--- config.mk ---
export PLATFORM = sky130hd
export DESIGN_NAME = sram_arbiter_2m
export DESIGN_NICKNAME = d
export VERILOG_FILES = /design/src/rtl/sram_arb_pkg.sv /design/src/rtl/arb_rr2.sv /design/src/rtl/sram_arbiter_2m.sv
export SDC_FILE = /design/constraint.sdc
export NUM_CORES = 1
export LEC_CHECK = 0
export ABC_CLOCK_PERIOD_IN_PS = 2500
export CAP_MARGIN = 20
export CORE_AREA = 8 8 88 90
export CTS_CLUSTER_DIAMETER = 150
export DETAILED_ROUTE_END_ITERATION = 10
export DIE_AREA = 0 0 96 98
export GPL_TIMING_DRIVEN = 1
export PLACE_DENSITY = 0.79
export SLEW_MARGIN = 40
export SYNTH_ARGS = -nofsm -noshare
export SYNTH_HDL_FRONTEND = slang
export SYNTH_SLANG_ARGS = --single-unit
--- constraint.sdc ---
create_clock -name clk -period 2.5 [get_ports clk]
set_input_delay 0.375 -clock clk [delete_from_list [all_inputs] [get_ports clk]]
set_output_delay 0.375 -clock clk [all_outputs]
set_load 0.01 [all_outputs]
--- src/rtl/sram_arb_pkg.sv ---
// -----------------------------------------------------------------------------
// sram_arb_pkg
// Shared definitions for the two-master SRAM arbiter:
//   state_t      - arbiter FSM encoding (ST_IDLE = 0, ST_BUSY = 1)
//   M0, M1       - master index constants used for grant / owner / last-grant
//   other_master - returns the index of the opposite master
// -----------------------------------------------------------------------------
package sram_arb_pkg;

   typedef enum logic {
      ST_IDLE = 1'b0,   // no transfer in flight, grant is combinational
      ST_BUSY = 1'b1    // slave stalled a transfer, owner is locked
   } state_t;

   localparam logic M0 = 1'b0;
   localparam logic M1 = 1'b1;

   function automatic logic other_master(input logic idx);
      return ~idx;
   endfunction

endpackage

--- src/rtl/arb_rr2.sv ---
// -----------------------------------------------------------------------------
// arb_rr2
// Two-input arbiter used by sram_arbiter_2m while no transfer is in flight.
// Default build: round-robin. When both inputs request, the master that was
// NOT granted on the last completion wins; a sole requester always wins.
// The last-grant register resets to M1 so that M0 wins the first contention.
//
// Optional feature (macro ARB_FIXED_PRIO_EN): fixed priority, M0 always wins
// contention and the last-grant register does not exist.
//
// Ports:
//   clk, rst_n   - clock, asynchronous active-low reset
//   i_req0/1     - current requests of master 0 / 1
//   i_upd        - a transfer completes this cycle (update last-grant)
//   i_upd_idx    - index of the master whose transfer completes
//   o_gnt_vld    - at least one master is requesting
//   o_gnt_idx    - index of the winning master (meaningful when o_gnt_vld)
// -----------------------------------------------------------------------------
module arb_rr2
   import sram_arb_pkg::*;
(
   input  logic clk,
   input  logic rst_n,
   input  logic i_req0,
   input  logic i_req1,
   input  logic i_upd,
   input  logic i_upd_idx,
   output logic o_gnt_vld,
   output logic o_gnt_idx
);

`ifdef ARB_FIXED_PRIO_EN

   // No history is kept in this build; the update inputs and clocking are
   // intentionally left without a load.
   logic w_unused;
   assign w_unused = &{1'b0, clk, rst_n, i_upd, i_upd_idx};

   always_comb begin
      o_gnt_vld = i_req0 | i_req1;
      o_gnt_idx = i_req0 ? M0 : M1;
   end

`else

   logic r_last;

   always_ff @(posedge clk or negedge rst_n) begin
      if (!rst_n) begin
         r_last <= M1;
      end else if (i_upd) begin
         r_last <= i_upd_idx;
      end
   end

   always_comb begin
      o_gnt_vld = i_req0 | i_req1;
      o_gnt_idx = M0;
      if (i_req0 && i_req1) begin
         o_gnt_idx = other_master(r_last);
      end else if (i_req1) begin
         o_gnt_idx = M1;
      end
   end

`endif

endmodule

--- src/rtl/sram_arbiter_2m.sv ---
// -----------------------------------------------------------------------------
// sram_arbiter_2m
// Shares one SRAM controller port between two masters.
//
// Handshake: a master raises mN_ce with its fields and holds them until it
// sees mN_wait low in the same cycle; that cycle is the completion (s_ce=1,
// s_wait=0 for that master). Read data on s_q is valid on the cycle after a
// read completion and is broadcast on both mN_rdata buses; only the master
// whose read completed consumes it.
//
// FSM: ST_IDLE grants combinationally from the current requests (zero added
// latency). If the slave stalls (s_wait=1) while s_ce=1, the FSM moves to
// ST_BUSY and locks the owner until the slave drops s_wait. If the owner
// drops its request while locked, s_ce falls to 0 and the FSM still waits
// for s_wait=0 before returning to ST_IDLE.
//
// Optional feature (macro ARB_FIXED_PRIO_EN): fixed-priority arbitration,
// see arb_rr2.
//
// Parameters: ADDR_W (word address width), DATA_W (data width, multiple of 8)
// Ports:
//   clk, rst_n                 - clock, asynchronous active-low reset
//   m0_* / m1_* (inputs)       - ce, wren, addr, byteena, wdata per master
//   m0_wait / m1_wait          - stall to each master
//   m0_rdata / m1_rdata        - read data (both equal s_q)
//   s_ce, s_wren, s_addr,
//   s_byteena, s_wdata         - request to the SRAM controller
//   s_wait, s_q                - controller busy and read data
//   o_dbg_state                - current FSM state (0 = IDLE, 1 = BUSY)
// -----------------------------------------------------------------------------
module sram_arbiter_2m
   import sram_arb_pkg::*;
#(
   parameter int ADDR_W = 9,
   parameter int DATA_W = 32
) (
   input  logic                  clk,
   input  logic                  rst_n,

   input  logic                  m0_ce,
   input  logic                  m0_wren,
   input  logic [ADDR_W-1:0]     m0_addr,
   input  logic [DATA_W/8-1:0]   m0_byteena,
   input  logic [DATA_W-1:0]     m0_wdata,
   output logic                  m0_wait,
   output logic [DATA_W-1:0]     m0_rdata,

   input  logic                  m1_ce,
   input  logic                  m1_wren,
   input  logic [ADDR_W-1:0]     m1_addr,
   input  logic [DATA_W/8-1:0]   m1_byteena,
   input  logic [DATA_W-1:0]     m1_wdata,
   output logic                  m1_wait,
   output logic [DATA_W-1:0]     m1_rdata,

   output logic                  s_ce,
   output logic                  s_wren,
   output logic [ADDR_W-1:0]     s_addr,
   output logic [DATA_W/8-1:0]   s_byteena,
   output logic [DATA_W-1:0]     s_wdata,
   input  logic                  s_wait,
   input  logic [DATA_W-1:0]     s_q,

   output logic                  o_dbg_state
);

   state_t r_state;
   state_t w_state_nxt;
   logic   r_owner;

   logic   w_arb_vld;
   logic   w_arb_idx;
   logic   w_gnt_vld;
   logic   w_gnt_idx;
   logic   w_done;
   logic   w_lock;

   arb_rr2 u_arb (
      .clk       (clk),
      .rst_n     (rst_n),
      .i_req0    (m0_ce),
      .i_req1    (m1_ce),
      .i_upd     (w_done),
      .i_upd_idx (w_gnt_idx),
      .o_gnt_vld (w_arb_vld),
      .o_gnt_idx (w_arb_idx)
   );

   // ---------------------------------------------------------------------
   // FSM state register and owner lock
   // ---------------------------------------------------------------------
   always_ff @(posedge clk or negedge rst_n) begin
      if (!rst_n) begin
         r_state <= ST_IDLE;
      end else begin
         r_state <= w_state_nxt;
      end
   end

   always_ff @(posedge clk or negedge rst_n) begin
      if (!rst_n) begin
         r_owner <= M0;
      end else if (w_lock) begin
         r_owner <= w_gnt_idx;
      end
   end

   // ---------------------------------------------------------------------
   // Next state and grant selection
   // ---------------------------------------------------------------------
   always_comb begin
      w_state_nxt = r_state;
      w_gnt_vld   = 1'b0;
      w_gnt_idx   = M0;
      w_lock      = 1'b0;
      case (r_state)
         ST_IDLE: begin
            w_gnt_vld = w_arb_vld;
            w_gnt_idx = w_arb_idx;
            if (w_gnt_vld && s_wait) begin
               w_lock      = 1'b1;
               w_state_nxt = ST_BUSY;
            end
         end
         ST_BUSY: begin
            // The other master is ignored; if the owner withdraws, s_ce
            // simply drops and we still wait for the slave to go idle.
            w_gnt_idx = r_owner;
            w_gnt_vld = (r_owner == M1) ? m1_ce : m0_ce;
            if (!s_wait) begin
               w_state_nxt = ST_IDLE;
            end
         end
         default: begin
            w_state_nxt = ST_IDLE;
         end
      endcase
   end

   assign w_done = w_gnt_vld & ~s_wait;

   // ---------------------------------------------------------------------
   // Slave-side request mux
   // ---------------------------------------------------------------------
   always_comb begin
      s_ce      = w_gnt_vld;
      s_wren    = m0_wren;
      s_addr    = m0_addr;
      s_byteena = m0_byteena;
      s_wdata   = m0_wdata;
      if (w_gnt_idx == M1) begin
         s_wren    = m1_wren;
         s_addr    = m1_addr;
         s_byteena = m1_byteena;
         s_wdata   = m1_wdata;
      end
   end

   // ---------------------------------------------------------------------
   // Master-side returns
   // ---------------------------------------------------------------------
   assign m0_wait  = m0_ce & ~(w_gnt_vld & (w_gnt_idx == M0) & ~s_wait);
   assign m1_wait  = m1_ce & ~(w_gnt_vld & (w_gnt_idx == M1) & ~s_wait);

   assign m0_rdata = s_q;
   assign m1_rdata = s_q;

   assign o_dbg_state = r_state;

endmodule

[Word-level counts from Yosys, hierarchy flattened]
Cells that the tools add are included.
Word-level totals
  memories kept: 0
  bits in writable memories: 0
  latch bits: 0
  word-level logic and storage cells: 32
  input bits: 129
  bits in read-only memories: 0
  flip-flop bits (word level): 3
Cells by class
  bitwise logic cells: 14
  reductions and logical operators: 2
  $add $sub $neg: 0
  $lt $le $gt $ge: 0
  $mul: 0
  equality and inequality tests: 0
  muxes and demuxes: 13
  shift-type cells: 0
  div/mod/pow operators: 0
Operator list (number)
  32-bit two-way mux: 1
  9-bit two-way mux: 1
  1-bit AND: 7
  1-bit two-way mux: 7
  1-bit inverter: 6
  1-bit case mux with 2 select lines: 3
  4-bit two-way mux: 1
  1-bit logical AND: 2
  1-bit OR: 1

[Depth between registers and ports, before layout]
Gate-level depths: netlist of the first run.
  depth after elaboration: 8
  gate-level depth with buffers: 5
  depth with buffers taken out: 3

[Modules after synthesis]
A second synthesis of the first run with hierarchy kept.
Unflattened totals
  cells, all modules: 132
  area total of the unflattened synthesis: 1291.2 um^2
Modules (own cells, without submodules)
  sram_arbiter_2m: instances 1, seq. area each 50.0 um^2, cells an instance 128, area each 1236.2 um^2
  arb_rr2: instances 1, seq. area each 26.3 um^2, cells an instance 4, area each 55.1 um^2

[Worst setup path before layout of the first run]
OpenSTA, ideal clock, no wires.
  path kind: register to output
  start: reg u_arb.r_last
  end: out s_addr[2]
  data required time: 2.125 ns
  stages on the path, launching flop included: 5
  arrival: 1.467 ns
  path slack: 0.658 ns
  path through: dfstp_2 -> nand2_1 -> a22oi_4 -> buf_6 -> mux2_2
On the way
  cells in the longest elaborated chain, start to end: 4
RTL lines
  start, declared: line arb_rr2.sv:46  | logic r_last;
  start signal, assigned: line arb_rr2.sv:52  | r_last <= i_upd_idx;
  1-bit inverter: line sram_arb_pkg.sv:19  | return ~idx;
  1-bit two-way mux: line arb_rr2.sv:59  | if (i_req0 && i_req1) begin
  1-bit case mux with 2 select lines: line sram_arbiter_2m.sv:116  | case (r_state)
  9-bit two-way mux: line sram_arbiter_2m.sv:151  | if (w_gnt_idx == M1) begin
  end, declared: line sram_arbiter_2m.sv:58  | output logic [ADDR_W-1:0] s_addr,
Every way passes these cells.

[Final worst setup path of the first run]
  start: in m0_ce
  end: out s_wdata[0]
On the way
  cells in the longest elaborated chain, start to end: 4
RTL lines
  start, declared: line sram_arbiter_2m.sv:40  | input logic m0_ce,
  1-bit logical AND: line arb_rr2.sv:59
  1-bit two-way mux: line arb_rr2.sv:59
  1-bit case mux with 2 select lines: line sram_arbiter_2m.sv:116
  32-bit two-way mux: line sram_arbiter_2m.sv:151
  end, declared: line sram_arbiter_2m.sv:60  | output logic [DATA_W-1:0] s_wdata,
Every way passes these cells.

==> flow_summary.yaml, run 1 <==
synthesis:
  synthDistinctLibCells: 20
  synth.avg_cell_area_um2: 9.24
  ys_warn_count: 0
  synthFlopType: "dfrtp_1"
  synthArstFlopShare: 1.00
  synth_area_um2: 1270
  syn_nets: 267
  synth_area_leaders: "mux2_2, buf_4, dfrtp_1"
  syn_inst: 138
  synth-seq-cells: 3
  synth_edf_count: 0
  synth_top_area_cell: "mux2_2"
  yosysSeqAreaShare: 0.0599
  synth_top_area_frac: 0.406
floorplanning:
  dieArea_um2: 9410
  rows: 30
  io_pins: 243
  dieHeight_um: 98
  core-area_um2: 6490
  die_x_um: 96
  start_util: 0.196
sta:
  worstMarginPinSlew_ns: 0.283
  hold_violations: 0
  fin_ws_ns: 0.0563
  final_max_slew_viol_count: 0
  period_share: 0.977
  finalSetupViolations: 0
  max_freq_ghz: 0.409
  maxSlewHeadroom: 0.811
  rsz0062_at_grt: "true"
  clock-skew-final_ns: 0.00226
  fin_crit_ns: 2.44
pwr:
  leakagePower_nw: 1.00
  peakVddDrop_uv: 234
  powerDensity_nw_per_um2: 389
global_routing:
  overflow: 0
  track_usage: 0.107
  grt_pass1_vias: 1456
  grt_max_degree: 19
  antenna_found_initial: 0
  grt_pass1_wl_mm: 7.87
critical_path:
  cp-start-kind: "input port"
  setup.worst_path.end_class: "output port"
  critical_path_class: "input port to output port"
  critPathArrivalTime_ns: 2.07
  crit_fanout: 18
  required_ns: 2.12
final_layout:
  final_common_cell: "clkdlybuf4s50_1"
  drive_gt1_frac: 0.274
  fin_cells: 310
  syn2layout_area_growth_pct: 90.8
  layout.nets: 360
  diodes: 0
  mostFrequentLayoutCells: "clkdlybuf4s50_1, mux2_2, dlygate4sd2_1"
placed_design:
  dp_hpwl_mm: 4.91
  gp_congestion: 0.787
  io_buffers: 146
  dp_cells: 302
  dp_slack_ns: -0.146
worst_hold_path:
  hp-class: "input port to async pin"
detailed_routing:
  drtIter0Drc: 11
  ant_nets: 0
  viasPerCell: 4.20
  drc_errors: 0
  avgRoutedWirePerCell_um: 18.1
  drt_wl_total_mm: 5.60
  vias: 1301
  drtPass1Iterations: 2
run_status:
  run_status: "finished, final reports clean"
clocking:
  htreeDepth: 1
  clkTransAtPathRegs_ns: 0.03
  cts.path.max_buffers: 2
  cts.sinks: 3
  clock_tree.root_cell: "clkbuf_8"
  cts-buffers-inserted: 3
  clkLatencyLatePin_ns: 0.21
  cts_tree: "done"
run:
  max_cap_violations: 0
layer usage:
| metal | GRT usage | part of all wire |
|---|---|---|
| met1 | 0.0909 | 0.30 |
| met2 | 0.188 | 0.49 |
| met3 | 0.0430 | 0.15 |
| met4 | 0.0828 | 0.057 |
| met5 | 0 | 0 |
state kept, by name (all words and copies together), names as in the netlist:
signal        flops
r_owner           1
o_dbg_state       1
u_arb.r_last      1
worst max-delay path: stages:
cell and delay (ns):
clkdlybuf4s50_1 0.49, nand2_1 0.11, a22oi_4 0.16, buf_4 0.15, buf_12 0.15, mux2_2 0.34, dlygate4sd2_1 0.29
stage by stage:
stage | instance area, um^2 | power [mW] | TNS, ns | hold slack (ns) | util
floorplan | 1270 | 0.523 | 0 | 0.0794 | -
global placement | 2380 | 0.847 | -4.24 | 0.531 | 0.367
detailed placement | 2380 | 0.854 | -4.52 | 0.537 | 0.367
CTS | 2420 | 0.960 | 0 | 0.357 | 0.373
global route | 2430 | 1.01 | -0.206 | 0.357 | 0.375
finish | 2430 | 0.945 | 0 | 0.358 | 0.375
path summary, 6_finish.rpt:
| path | slack (ns) | end | startpoint | depth (start not counted) |
|---|---|---|---|---|
| worst max register to register | 1.11 | u_arb.r_last | o_dbg_state | 4 |
| worst min-delay path | 0.36 | o_dbg_state | rst_n | 1 |
| worst max-delay path | 0.06 | s_wdata[0] | m0_ce | 7 |
| worst min register to register | 0.53 | u_arb.r_last | u_arb.r_last | 2 |
| max in group asynchronous | 1.91 | u_arb.r_last | rst_n | 1 |
| min in group clk | 0.53 | u_arb.r_last | u_arb.r_last | 2 |
synth_stat cells (2+ instances only):
master and n:
buf_4 65, mux2_2 46, buf_6 4, a21oi_1 3, dfrtp_1 2, nand3_1 2
nor2_1 2, o31a_1 2
power by group:
group | switching [mW] | total, mW | leakage [nW] | internal (mW)
clock network | 0.0302 | 0.139 | 0.0228 | 0.109
logic | 0.256 | 0.720 | 0.944 | 0.464
registers | 0.0196 | 0.0868 | 0.0344 | 0.0672
total | 0.305 | 0.945 | 1.00 | 0.640
what timing repair did:
| item | CTS | global route |
|---|---|---|
| buffers inserted | 3 | 0 |
| gates cloned | 1 | 0 |
| hold buffers | 0 | 0 |
| setup endpoints to repair | 46 | 29 |
| gates resized for setup | 48 | 8 |
| pin swaps | 0 | 0 |
layout make-up:
cell class / instances / area, um^2
inverter: 1 / 3.75
clock buffer: 4 / 45.0
fill: 664 / 4060
multi-input combinational: 65 / 662
tap: 80 / 100
timing repair buffer: 157 / 1550
sequential: 3 / 76.3
kinds of logic (layout without fill, tap and decap cells):
kind of cell	count (synthesis)	in the layout	share of synthesized area
and+or+nand+nor	10	10	0.0510
buffers and inverters	70	162	0.421
DFF	3	3	0.0599
AOI/OAI and AO/OA	8	8	0.0540
muxes	47	47	0.414
Power figures use the tool's default switching activity.
==> run 2: changes to the inputs <==
Settings changed: CORE_AREA 8 8 88 90 to 2 2 94 96, PLACE_DENSITY 0.79 to 0.62.
==> flow_summary.yaml, run 2 (same netlist as run 1, synthesis figures left out) <==
critical_path:
  crit_fanout: 11
  setup.worst_path.end_class: "output port"
  path_common_cell: "buf_12"
  crit_family: "buffers and inverters"
  slowest_stage: "clkdlybuf4s50_1"
  crit_chain: "clkdlybuf4s50_1 -> nor2b_4 -> a22oi_4 -> buf_12 -> buf_12 -> mux2_2 -> dlygate4sd2_1"
  reg2reg_depth: 4
  critical_path_class: "input port to output port"
  max_stage_delay_ns: 0.43
  required_ns: 2.12
  critical_path_depth: 7
  crit_buf_inv: 4
  cp-start-kind: "input port"
  critPathArrivalTime_ns: 2.05
sta:
  worstMarginPinSlew_ns: 0.276
  fin_ws_ns: 0.0754
  hold_violations: 0
  fin_crit_ns: 2.42
  max_freq_ghz: 0.412
  rsz0062_at_grt: "false"
  clock-skew-final_ns: 0.000702
  finalSetupViolations: 0
  period_share: 0.970
  final_max_slew_viol_count: 0
  maxSlewHeadroom: 0.816
placed_design:
  dp_hpwl_mm: 4.60
  dp_cells: 329
  io_buffers: 146
  gp_congestion: 0.732
  placed_cell_area_um2: 2410
  dp_slack_ns: -0.236
floorplanning:
  dieHeight_um: 98
  io_pins: 243
  rows: 34
  core-area_um2: 8470
  start_util: 0.151
  die_x_um: 96
  dieArea_um2: 9410
clocking:
  cts.sinks: 3
  cts.path.max_buffers: 2
  clkLatencyLatePin_ns: 0.21
  cts-buffers-inserted: 3
  cts_tree: "done"
  clock_tree.root_cell: "clkbuf_8"
  postCtsHoldBufs: 0
  clkTransAtPathRegs_ns: 0.03
  htreeDepth: 1
final_layout:
  final_common_cell: "clkdlybuf4s50_1"
  drive_gt1_frac: 0.335
  syn2layout_area_growth_pct: 95.3
  layout.nets: 360
  diodes: 0
  final_cell_area_um2: 2490
  mostFrequentLayoutCells: "clkdlybuf4s50_1, mux2_2, clkdlybuf4s15_1"
  final_util: 0.294
  fin_cells: 338
global_routing:
  grt_pass1_wl_mm: 7.65
  track_usage: 0.110
  antenna_found_initial: 0
  overflow: 0
  grt_pass1_vias: 1366
  grt_max_degree: 13
detailed_routing:
  vias: 1301
  viasPerCell: 3.85
  ant_nets: 0
  drtIter0Drc: 18
  drtPass1Iterations: 3
  drt_wl_total_mm: 5.71
  avgRoutedWirePerCell_um: 16.9
  drc_errors: 0
pwr:
  leakagePower_nw: 0.999
  powerDensity_nw_per_um2: 402
  peakVddDrop_uv: 183
run:
  max_cap_violations: 0
worst_hold_path:
  hp-class: "input port to async pin"
run_status:
  run_status: "finished, final reports clean"
run 2: cell type report:
| cell class | instances | area (um^2) |
|---|---|---|
| flip-flops and latches | 3 | 76.3 |
| clock buffers | 4 | 45.0 |
| fillers | 906 | 5980 |
| multi-input cells | 65 | 668 |
| repair buffers | 157 | 1560 |
| inverters | 1 | 3.75 |
| well taps | 108 | 135 |
run 2: path summary, 6_finish.rpt:
kind,from,end,slack [ns]
setup / recovery,m1_ce,s_addr[2],0.08
hold / removal,rst_n,o_dbg_state,0.36
setup reg to reg,o_dbg_state,u_arb.r_last,1.09
hold reg to reg,u_arb.r_last,u_arb.r_last,0.55
max in group asynchronous,rst_n,u_arb.r_last,1.92
min in group clk,u_arb.r_last,u_arb.r_last,0.55
run 2: worst reg2reg max path, stage by stage (launching register included):
cell,delay [ns]
dfrtp_1,0.45
buf_4,0.20
nor2b_1,0.14
or4b_1,0.47
nand3_1,0.09
run 2: through the flow:
stage / total power, mW / setup TNS [ns] / hold WS [ns]
after floorplan: 0.523 / 0 / 0.0794
after global placement: 0.853 / -7.56 / 0.520
after detailed placement: 0.855 / -7.96 / 0.542
after CTS: 1.02 / 0 / 0.357
after global routing: 1.07 / 0 / 0.362
final: 1.00 / 0 / 0.357
run 2: power by group:
group / total (mW) / switching, mW / internal [mW] / leakage, nW
Sequential: 0.0892 / 0.0219 / 0.0673 / 0.0344
Clock: 0.138 / 0.0291 / 0.108 / 0.0228
Combinational: 0.774 / 0.279 / 0.495 / 0.942
run 2: repair_timing:
item | in CTS | in global routing
gates cloned | 2 | 0
pin swaps | 1 | 1
buffers inserted | 3 | 0
resized for setup | 60 | 44
endpoints found under the hold margin | 0 | 0
setup endpoints to repair | 46 | 18
run 2: per-layer routing:
| metal | share of wire | wire length (um) | global-route usage |
|---|---|---|---|
| met5 | 0 | 0 | 0 |
| met4 | 0.028 | 162 | 0.0473 |
| met3 | 0.15 | 885 | 0.0394 |
| met2 | 0.48 | 2740 | 0.199 |
| met1 | 0.34 | 1920 | 0.110 |
==> run 3: changes to the inputs <==
Settings changed: CELL_PAD_IN_SITES_DETAIL_PLACEMENT set to 1, CELL_PAD_IN_SITES_GLOBAL_PLACEMENT set to 1, CORE_AREA 2 2 94 96 to unset, CORE_UTILIZATION set to 12, CTS_CLUSTER_DIAMETER 150 to unset, DIE_AREA 0 0 96 98 to unset, PLACE_DENSITY 0.62 to 0.82.
==> flow_summary.yaml, run 3 (same netlist as run 1, synthesis figures left out) <==
run_status:
  run_status: "finished, final reports clean"
clocking:
  cts_tree: "done"
  clkLatencyLatePin_ns: 0.22
  cts-buffers-inserted: 3
  cts.path.max_buffers: 2
  clkTransAtPathRegs_ns: 0.03
  cts.sinks: 3
  htreeDepth: 1
  postCtsHoldBufs: 0
  clock_tree.root_cell: "clkbuf_8"
sta:
  fin_crit_ns: 2.45
  timing.hold.ws_ns: 0.351
  finalSetupTns_ns: 0
  final_max_slew_viol_count: 0
  max_freq_ghz: 0.408
  hold_violations: 0
  finalSetupViolations: 0
  fin_ws_ns: 0.0475
  clock-skew-final_ns: 0.00351
  worstMarginPinSlew_ns: 0.275
  maxSlewHeadroom: 0.817
  period_share: 0.981
pwr:
  internal-power_mw: 0.746
  p_sw_frac: 0.327
  seq_power_share: 0.078
  power_frac_clock: 0.129
  peakVddDrop_uv: 117
  leakagePower_nw: 1.18
  pwr-share-comb: 0.794
  p_sw_mw: 0.362
  power_mw: 1.11
  powerDensity_nw_per_um2: 413
global_routing:
  grt_pass1_vias: 1519
  grt_max_degree: 19
  track_usage: 0.101
  grt_pass1_wl_mm: 8.43
  overflow: 0
  antenna_found_initial: 0
final_layout:
  diodes: 0
  final_cell_area_um2: 2680
  mostFrequentLayoutCells: "clkdlybuf4s50_1, mux2_2, dlygate4sd2_1"
  final_common_cell: "clkdlybuf4s50_1"
  fin_cells: 378
  multi_input_area_um2: 664
  final_util: 0.260
  fill_cells: 1202
  drive_gt1_frac: 0.343
  syn2layout_area_growth_pct: 110
  seqCellArea_um2: 76.3
  layout.nets: 372
run:
  max_cap_violations: 0
detailed_routing:
  avgRoutedWirePerCell_um: 16.4
  drc_errors: 0
  drtIter0Drc: 64
  vias: 1370
  ant_nets: 0
  viasPerCell: 3.62
  drt_wl_total_mm: 6.21
  drtPass1Iterations: 4
floorplanning:
  rows: 37
  start_util: 0.124
  io_pins: 243
  dieArea_um2: 11000
  dieHeight_um: 105
  core-area_um2: 10300
  die_x_um: 105
placed_design:
  placed_cell_area_um2: 2440
  gp_congestion: 0.726
  dp_slack_ns: -0.243
  io_buffers: 146
  dp_hpwl_mm: 4.67
  dp_cells: 358
critical_path:
  cp-start-kind: "register"
  setup.worst_path.end_class: "output port"
  critical_path_class: "register to output port"
  critPathArrivalTime_ns: 2.08
  rrSetupSlack_ns: 1.05
  required_ns: 2.12
  crit_fanout: 9
worst_hold_path:
  hp-class: "input port to async pin"
## run 3: cell types whose count changed in the layout (fill, tap and decap cells not counted), sizes merged
cell | previous run | this run
clkdlybuf4s15 | 25 | 2
dlygate4sd2 | 9 | 23
clkdlybuf4s50 | 99 | 103
dlymetal6s2s | 0 | 13
clkbuf | 16 | 5
buf | 12 | 27
## run 3: critical path: stages, from the launching register on
cell           delay (ns)
dfstp_2              0.54
nand2_2              0.07
a22oi_4              0.15
buf_12               0.14
buf_6                0.09
buf_12               0.11
buf_16               0.13
mux2_2               0.34
dlygate4sd2_1        0.28
## run 3: area by class of cell
type                            instances  area share
Clock buffer                            4      0.0168
Inverter                                1     0.00140
Multi-Input combinational cell         65       0.248
Sequential cell                         3      0.0285
Tap cell                              136      0.0635
Timing Repair Buffer                  169       0.642
## run 3: final timing paths
path                               from            to  depth (start not counted)
max                        u_arb.r_last   s_wdata[26]                          8
min                               rst_n       r_owner                          1
max reg2reg                 o_dbg_state  u_arb.r_last                          4
min reg2reg                u_arb.r_last  u_arb.r_last                          3
max in group asynchronous         rst_n  u_arb.r_last                          1
min in group clk           u_arb.r_last  u_arb.r_last                          3
## run 3: power groups by stage
stage	logic (mW)	registers (mW)	clock network, mW
after floorplan	0.442	0.0815	0
after global placement	0.760	0.0868	0
after detailed placement	0.771	0.0901	0
after global routing	0.930	0.0878	0.151
after CTS	0.821	0.0859	0.145
final	0.879	0.0860	0.143
## run 3: per-layer routing
metal  share of wire  up-vias  global-route usage
met5               0        -                   0
met4           0.048        0              0.0664
met3            0.11       43              0.0318
met2            0.53      104               0.188
met1            0.32      604              0.0934
li1                -      619                   -
## run 3: what timing repair did
item | in CTS | in global routing
buffers inserted | 3 | 10
endpoints found under the setup margin | 46 | 23
pin swaps | 1 | 1
cloned | 2 | 1
gates resized for setup | 54 | 14
